File: src/rtl/cpu5_ifu.sv
// Instruction-fetch unit: credit-limited sequential fetch, in-order prefetch queue, redirect flush.
// Optional macro CPU5_IFU_BYPASS_EN forwards a response straight to decode when the queue is empty.
module cpu5_ifu #(
  parameter int unsigned     XLEN     = 32,
  parameter int unsigned     DEPTH    = 4,
  parameter logic [XLEN-1:0] RESET_PC = '0
) (
  input  logic            clk_i,
  input  logic            rst_ni,
  input  logic            redirect_valid_i,
  input  logic [XLEN-1:0] redirect_pc_i,
  output logic            imem_req_valid_o,
  input  logic            imem_req_ready_i,
  output logic [XLEN-1:0] imem_req_addr_o,
  input  logic            imem_rsp_valid_i,
  input  logic [XLEN-1:0] imem_rsp_data_i,
  output logic            ifu_valid_o,
  input  logic            ifu_ready_i,
  output logic [XLEN-1:0] ifu_pc_o,
  output logic [XLEN-1:0] ifu_instr_o
);

  localparam int unsigned CntW = $clog2(DEPTH + 1);
  localparam int unsigned PtrW = $clog2(DEPTH);

  typedef enum logic [1:0] {StBoot, StFetch, StStall} state_e;

  state_e          state_q, state_d;
  logic [CntW-1:0] out_cnt_q, out_cnt_d;
  logic [CntW-1:0] drop_cnt_q, drop_cnt_d;
  logic [CntW-1:0] q_cnt_q, q_cnt_d;
  logic [PtrW-1:0] wr_ptr_q, wr_ptr_d;
  logic [PtrW-1:0] rd_ptr_q, rd_ptr_d;
  logic [XLEN-1:0] fetch_pc_q, fetch_pc_d;
  logic [XLEN-1:0] deq_pc_q, deq_pc_d;
  logic [XLEN-1:0] mem_q [DEPTH];

  logic [CntW:0]   inflight;
  logic            credit_ok, q_empty, q_full;
  logic            req_fire, rsp_keep, bypass, ifu_fire, push, pop;
  logic [XLEN-1:0] redirect_aligned;

  // Outstanding plus buffered entries may never exceed the queue size.
  assign inflight         = {1'b0, out_cnt_q} + {1'b0, q_cnt_q};
  assign credit_ok        = inflight < (CntW + 1)'(DEPTH);
  assign q_empty          = (q_cnt_q == '0);
  assign q_full           = (q_cnt_q == CntW'(DEPTH));
  assign redirect_aligned = redirect_pc_i & ~XLEN'(3);
  assign req_fire         = imem_req_valid_o && imem_req_ready_i;
  assign rsp_keep         = imem_rsp_valid_i && (drop_cnt_q == '0) && !redirect_valid_i;

`ifdef CPU5_IFU_BYPASS_EN
  assign bypass = rsp_keep && q_empty;
`else
  assign bypass = 1'b0;
`endif

  assign ifu_valid_o = !q_empty || bypass;
  assign ifu_instr_o = !q_empty ? mem_q[rd_ptr_q] : (bypass ? imem_rsp_data_i : '0);
  assign ifu_pc_o    = deq_pc_q;
  assign ifu_fire    = ifu_valid_o && ifu_ready_i;
  assign pop         = ifu_fire && !q_empty;
  assign push        = rsp_keep && !(bypass && ifu_ready_i);

  always_ff @(posedge clk_i or negedge rst_ni) begin
    if (!rst_ni) begin
      state_q <= StBoot;
    end else begin
      state_q <= state_d;
    end
  end

  always_comb begin
    state_d = state_q;
    unique case (state_q)
      StBoot:  state_d = StFetch;
      StFetch: if (!credit_ok) state_d = StStall;
      StStall: if (credit_ok) state_d = StFetch;
      default: state_d = StBoot;
    endcase
    if (redirect_valid_i) state_d = StFetch;
  end

  always_comb begin
    imem_req_valid_o = (state_q == StFetch) && credit_ok && !redirect_valid_i;
    imem_req_addr_o  = fetch_pc_q;
  end

  always_comb begin
    out_cnt_d = out_cnt_q;
    if (req_fire)         out_cnt_d = out_cnt_d + CntW'(1);
    if (imem_rsp_valid_i) out_cnt_d = out_cnt_d - CntW'(1);

    drop_cnt_d = drop_cnt_q;
    fetch_pc_d = fetch_pc_q;
    deq_pc_d   = deq_pc_q;
    wr_ptr_d   = wr_ptr_q;
    rd_ptr_d   = rd_ptr_q;
    q_cnt_d    = q_cnt_q;

    if (redirect_valid_i) begin
      // Everything still in flight belongs to the old stream.
      drop_cnt_d = out_cnt_d;
      fetch_pc_d = redirect_aligned;
      deq_pc_d   = redirect_aligned;
      wr_ptr_d   = '0;
      rd_ptr_d   = '0;
      q_cnt_d    = '0;
    end else begin
      if (imem_rsp_valid_i && (drop_cnt_q != '0)) drop_cnt_d = drop_cnt_q - CntW'(1);
      if (req_fire) fetch_pc_d = fetch_pc_q + XLEN'(4);
      if (ifu_fire) deq_pc_d = deq_pc_q + XLEN'(4);
      if (push)     wr_ptr_d = wr_ptr_q + PtrW'(1);
      if (pop)      rd_ptr_d = rd_ptr_q + PtrW'(1);
      if (push && !pop)      q_cnt_d = q_cnt_q + CntW'(1);
      else if (pop && !push) q_cnt_d = q_cnt_q - CntW'(1);
    end
  end

  always_ff @(posedge clk_i or negedge rst_ni) begin
    if (!rst_ni) begin
      out_cnt_q  <= '0;
      drop_cnt_q <= '0;
      q_cnt_q    <= '0;
      wr_ptr_q   <= '0;
      rd_ptr_q   <= '0;
      fetch_pc_q <= RESET_PC;
      deq_pc_q   <= RESET_PC;
    end else begin
      out_cnt_q  <= out_cnt_d;
      drop_cnt_q <= drop_cnt_d;
      q_cnt_q    <= q_cnt_d;
      wr_ptr_q   <= wr_ptr_d;
      rd_ptr_q   <= rd_ptr_d;
      fetch_pc_q <= fetch_pc_d;
      deq_pc_q   <= deq_pc_d;
    end
  end

  always_ff @(posedge clk_i) begin
    if (push) mem_q[wr_ptr_q] <= imem_rsp_data_i;
  end

  a_no_overflow: assert property (@(posedge clk_i) disable iff (!rst_ni)
    !(push && q_full && !pop));
  a_no_spurious_rsp: assert property (@(posedge clk_i) disable iff (!rst_ni)
    !(imem_rsp_valid_i && (out_cnt_q == '0)));

endmodule

File: config.mk
export PLATFORM = sky130hd
export DESIGN_NAME = cpu5_ifu
export DESIGN_NICKNAME = d
export VERILOG_FILES = /design/src/rtl/cpu5_ifu.sv
export SDC_FILE = /design/constraint.sdc
export NUM_CORES = 1
export LEC_CHECK = 0
export ABC_AREA = 1
export BUFFER_PORTS_ARGS = -buffer_cell sky130_fd_sc_hd__buf_4
export CAP_MARGIN = 10
export CORE_MARGIN = 2
export CORE_UTILIZATION = 60
export DETAILED_ROUTE_END_ITERATION = 12
export PLACE_DENSITY = 0.84
export SETUP_SLACK_MARGIN = 0.5
export SLEW_MARGIN = 10
export SYNTH_ARGS = -nofsm -noshare
export SYNTH_HDL_FRONTEND = slang
export SYNTH_SLANG_ARGS = --single-unit
File: constraint.sdc
create_clock -name clk_i -period 8.71 [get_ports clk_i]
set_clock_uncertainty 0.05 [all_clocks]
set_input_delay 1.742 -clock clk_i [delete_from_list [all_inputs] [get_ports clk_i]]
set_output_delay 1.742 -clock clk_i [all_outputs]
set_load 0.05 [all_outputs]
==> flow_summary.ini <==
[yosys]
yosys_register_bits = 203
yosysWarningCount = 0
yosys.cell_types.count = 38
synthesis.instances = 1180
post_synth.cell_area_avg_um2 = 8.63
synth_sequential_area_ratio = 0.562
count_of_flip_flops_with_a_built_in_enable_after_synthesis = 128
async_reset_ff_frac = 0.369
yosys-top-cells-area = sky130_fd_sc_hd__edfxtp_1, sky130_fd_sc_hd__dfrtp_1, sky130_fd_sc_hd__nand2_1, sky130_fd_sc_hd__nor2_1, sky130_fd_sc_hd__o21ai_0
ys_dominant_reg_cell = sky130_fd_sc_hd__edfxtp_1
synth.largest_area_cell = sky130_fd_sc_hd__edfxtp_1
synth_area_um2 = 10200
synth_top_cells_by_count = sky130_fd_sc_hd__nand2_1, sky130_fd_sc_hd__nor2_1, sky130_fd_sc_hd__edfxtp_1
synthDominantCellAreaShare = 0.377
synthMostInstantiatedCell = sky130_fd_sc_hd__nand2_1

[detailed_routing]
vias = 8833
vias_per_cell = 5.65
detail_route.drc_violations = 0
drt_pass1_iterations = 5
starting_drc_count_in_detailed_routing = 798
wirelength_um = 26500
wire_per_inst_um = 17.0
final_antenna_violating_net_count = 0

[pwr]
vdd.ir_drop.worst_mv = 0.258
powerDensity_nw_per_um2 = 302
leakage_uw = 0.00517
report.power.total_uw = 3680

[layout]
flow.area_growth_from_synthesis_pct = 19.9
area_taken_by_multi_input_logic_gates_um2 = 3950
num_antenna_cells = 0
nFillCells = 1170
fin_cells = 1563
seq_area_um2 = 5720
post_route_cells_drive_above_1_share = 0.171
nNetsFinal = 1411

[die]
initial_core_util = 0.614
dieArea_um2 = 18000
fp.coreArea_um2 = 16600
std_cell_rows = 47
height_of_the_die_um = 134
chipWidth_um = 134
floorplan.io_pins = 168

[timing]
clock.fmax_mhz = 197
hold_viol = 0
setup_total_negative_slack_ns = 0
rsz_0062_raised_after_global_routing = false
period_needed_ns = 5.08
tightest_slew_ns = 1.22
timing.max_slew.rel_slack = 0.187
hold-worst-slack_ns = 0.456
report.final.slew_viol_count = 0
setup_viol = 0
final_min_period_over_clock_period = 0.583

[worst_setup_path]
path_max_fanout = 52
sort_of_element_at_the_end_of_the_critical_path = primary output
critical_path_data_arrival_time_ns = 3.29
worst-endpoint-required_ns = 6.92
crit_path_start_kind = input pin
setup.reg_to_reg.worst_slack_ns = 6.20
worstSetupPathType = in2out

[global_routing]
grt_first_pass_wirelength_um = 41000
gr-total-overflow = 0
first_global_vias = 8325
grt_max_degree = 76
grt_antenna_before_repair = 0
grt_use_total = 0.288

[cts]
cts.reportedPaths.clkPinSlew_ns = 0.06
postCtsSetupBuffers = 0
cts.root.buffer_cell = sky130_fd_sc_hd__clkbuf_16
tritoncts_num_sinks = 203
post_cts_hold_buffer_count = 0
cts.path.max_buffers = 3
cts_made_buffers = 21
ctsResizeCount = 0
ctsHtreeMaxLevel = 1
worst_skew_pair.late_latency_ns = 0.50
cts_tree = built

[run]
number_of_max_capacitance_violations_reported = 0

[placement]
hpwlAfterDp_um = 17200
placed_cells_incl_taps = 1525
buffer_ports.inserted = 161
gp_congestion = 0.960

[hold_path]
min_path_type = reg2reg

[status]
status = finished clean
## state kept, by name, summed over array words and instances (netlist names)
signal,flops
q_cnt_q,3
imem_req_addr_o,30
wr_ptr_q,2
state_q,2
ifu_pc_o,30
drop_cnt_q,3
mem_q,128
rd_ptr_q,2
out_cnt_q,3
## cells by family after synthesis
| family | Yosys count | share of synthesized area |
|---|---|---|
| flip-flops | 203 | 0.562 |
| other | 1 | 0.000368 |
| adder cells (fa/ha/maj) | 13 | 0.0167 |
| XOR/XNOR | 26 | 0.0224 |
| AO/OA/AOI/OAI | 186 | 0.0969 |
| AND/OR/NAND/NOR | 623 | 0.249 |
| buffers and inverters | 128 | 0.0531 |
## critical path, cell delays in order
cell	delay, ns
sky130_fd_sc_hd__buf_4	0.28
sky130_fd_sc_hd__inv_6	0.40
sky130_fd_sc_hd__nand2_2	0.13
sky130_fd_sc_hd__nor2_4	0.20
sky130_fd_sc_hd__inv_1	0.07
sky130_fd_sc_hd__nor2_2	0.19
sky130_fd_sc_hd__buf_4	0.23
## path summary, 6_finish.rpt
kind / startpoint / endpoint / cells after the start
max: redirect_valid_i / imem_req_valid_o / 7
min: drop_cnt_q[1] / drop_cnt_q[1] / 2
max reg2reg: out_cnt_q[1] / drop_cnt_q[2] / 13
min reg2reg: drop_cnt_q[1] / drop_cnt_q[1] / 2
max in group asynchronous: rst_ni / rd_ptr_q[0] / 1
min in group asynchronous: rst_ni / imem_req_addr_o[30] / 1
## routing by layer
layer / vias to the layer above / global-route usage / part of all wire
met4: 0 / 0.117 / 0.034
li1: 4184 / - / -
met2: 487 / 0.477 / 0.48
met5: - / 0 / 0
met3: 79 / 0.0438 / 0.098
met1: 4083 / 0.385 / 0.39
## report_power, final
| group | leakage, uW | switching [uW] | internal [uW] |
|---|---|---|---|
| sequential | 0.00205 | 139 | 1130 |
| clock | 0.000340 | 371 | 532 |
| combinational | 0.00278 | 1090 | 425 |
## layout by cell type, fill, tap and decap left out, types with 4 or more instances in the layout
| cell type | netlist | final |
|---|---|---|
| sky130_fd_sc_hd__nand2_1 | 273 | 273 |
| sky130_fd_sc_hd__nor2_1 | 257 | 253 |
| sky130_fd_sc_hd__buf_4 | 7 | 167 |
| sky130_fd_sc_hd__edfxtp_1 | 128 | 128 |
| sky130_fd_sc_hd__o21ai_0 | 92 | 92 |
| sky130_fd_sc_hd__inv_1 | 76 | 76 |
| sky130_fd_sc_hd__dfrtp_1 | 75 | 74 |
| sky130_fd_sc_hd__a21oi_1 | 68 | 68 |
| sky130_fd_sc_hd__nand3_1 | 54 | 54 |
| sky130_fd_sc_hd__xor2_1 | 22 | 22 |
| sky130_fd_sc_hd__clkbuf_16 | 0 | 21 |
| sky130_fd_sc_hd__nand3b_1 | 12 | 12 |
| sky130_fd_sc_hd__ha_1 | 12 | 12 |
| sky130_fd_sc_hd__o211ai_1 | 10 | 10 |
| sky130_fd_sc_hd__nor2_2 | 6 | 10 |
| sky130_fd_sc_hd__nand4_1 | 8 | 8 |
| sky130_fd_sc_hd__a31oi_1 | 8 | 8 |
| sky130_fd_sc_hd__inv_2 | 6 | 6 |
| sky130_fd_sc_hd__xnor2_1 | 4 | 4 |
| sky130_fd_sc_hd__nand2_2 | 4 | 4 |
| sky130_fd_sc_hd__nor3_1 | 4 | 4 |
| sky130_fd_sc_hd__conb_1 | 1 | 4 |
| sky130_fd_sc_hd__clkinv_2 | 0 | 4 |
## area by class of cell
class,instances,area share
tap,220,0.0225
clock buffer,27,0.0473
sequential,203,0.469
multi-input combinational,852,0.323
inverter,83,0.0259
timing repair buffer,167,0.103
clock inverter,11,0.00974
## per-stage QoR
stage / utilization / instance area (um2) / worst slack [ns]
2_1_floorplan: - / 10200 / 4.21
3_3_place_gp: 0.694 / 11500 / 3.71
3_5_place_dp: 0.694 / 11500 / 3.68
4_1_cts: 0.736 / 12200 / 3.68
5_1_grt: 0.736 / 12200 / 3.54
6_report: 0.736 / 12200 / 3.63
Note: power is estimated with default switching activity, not from simulation.
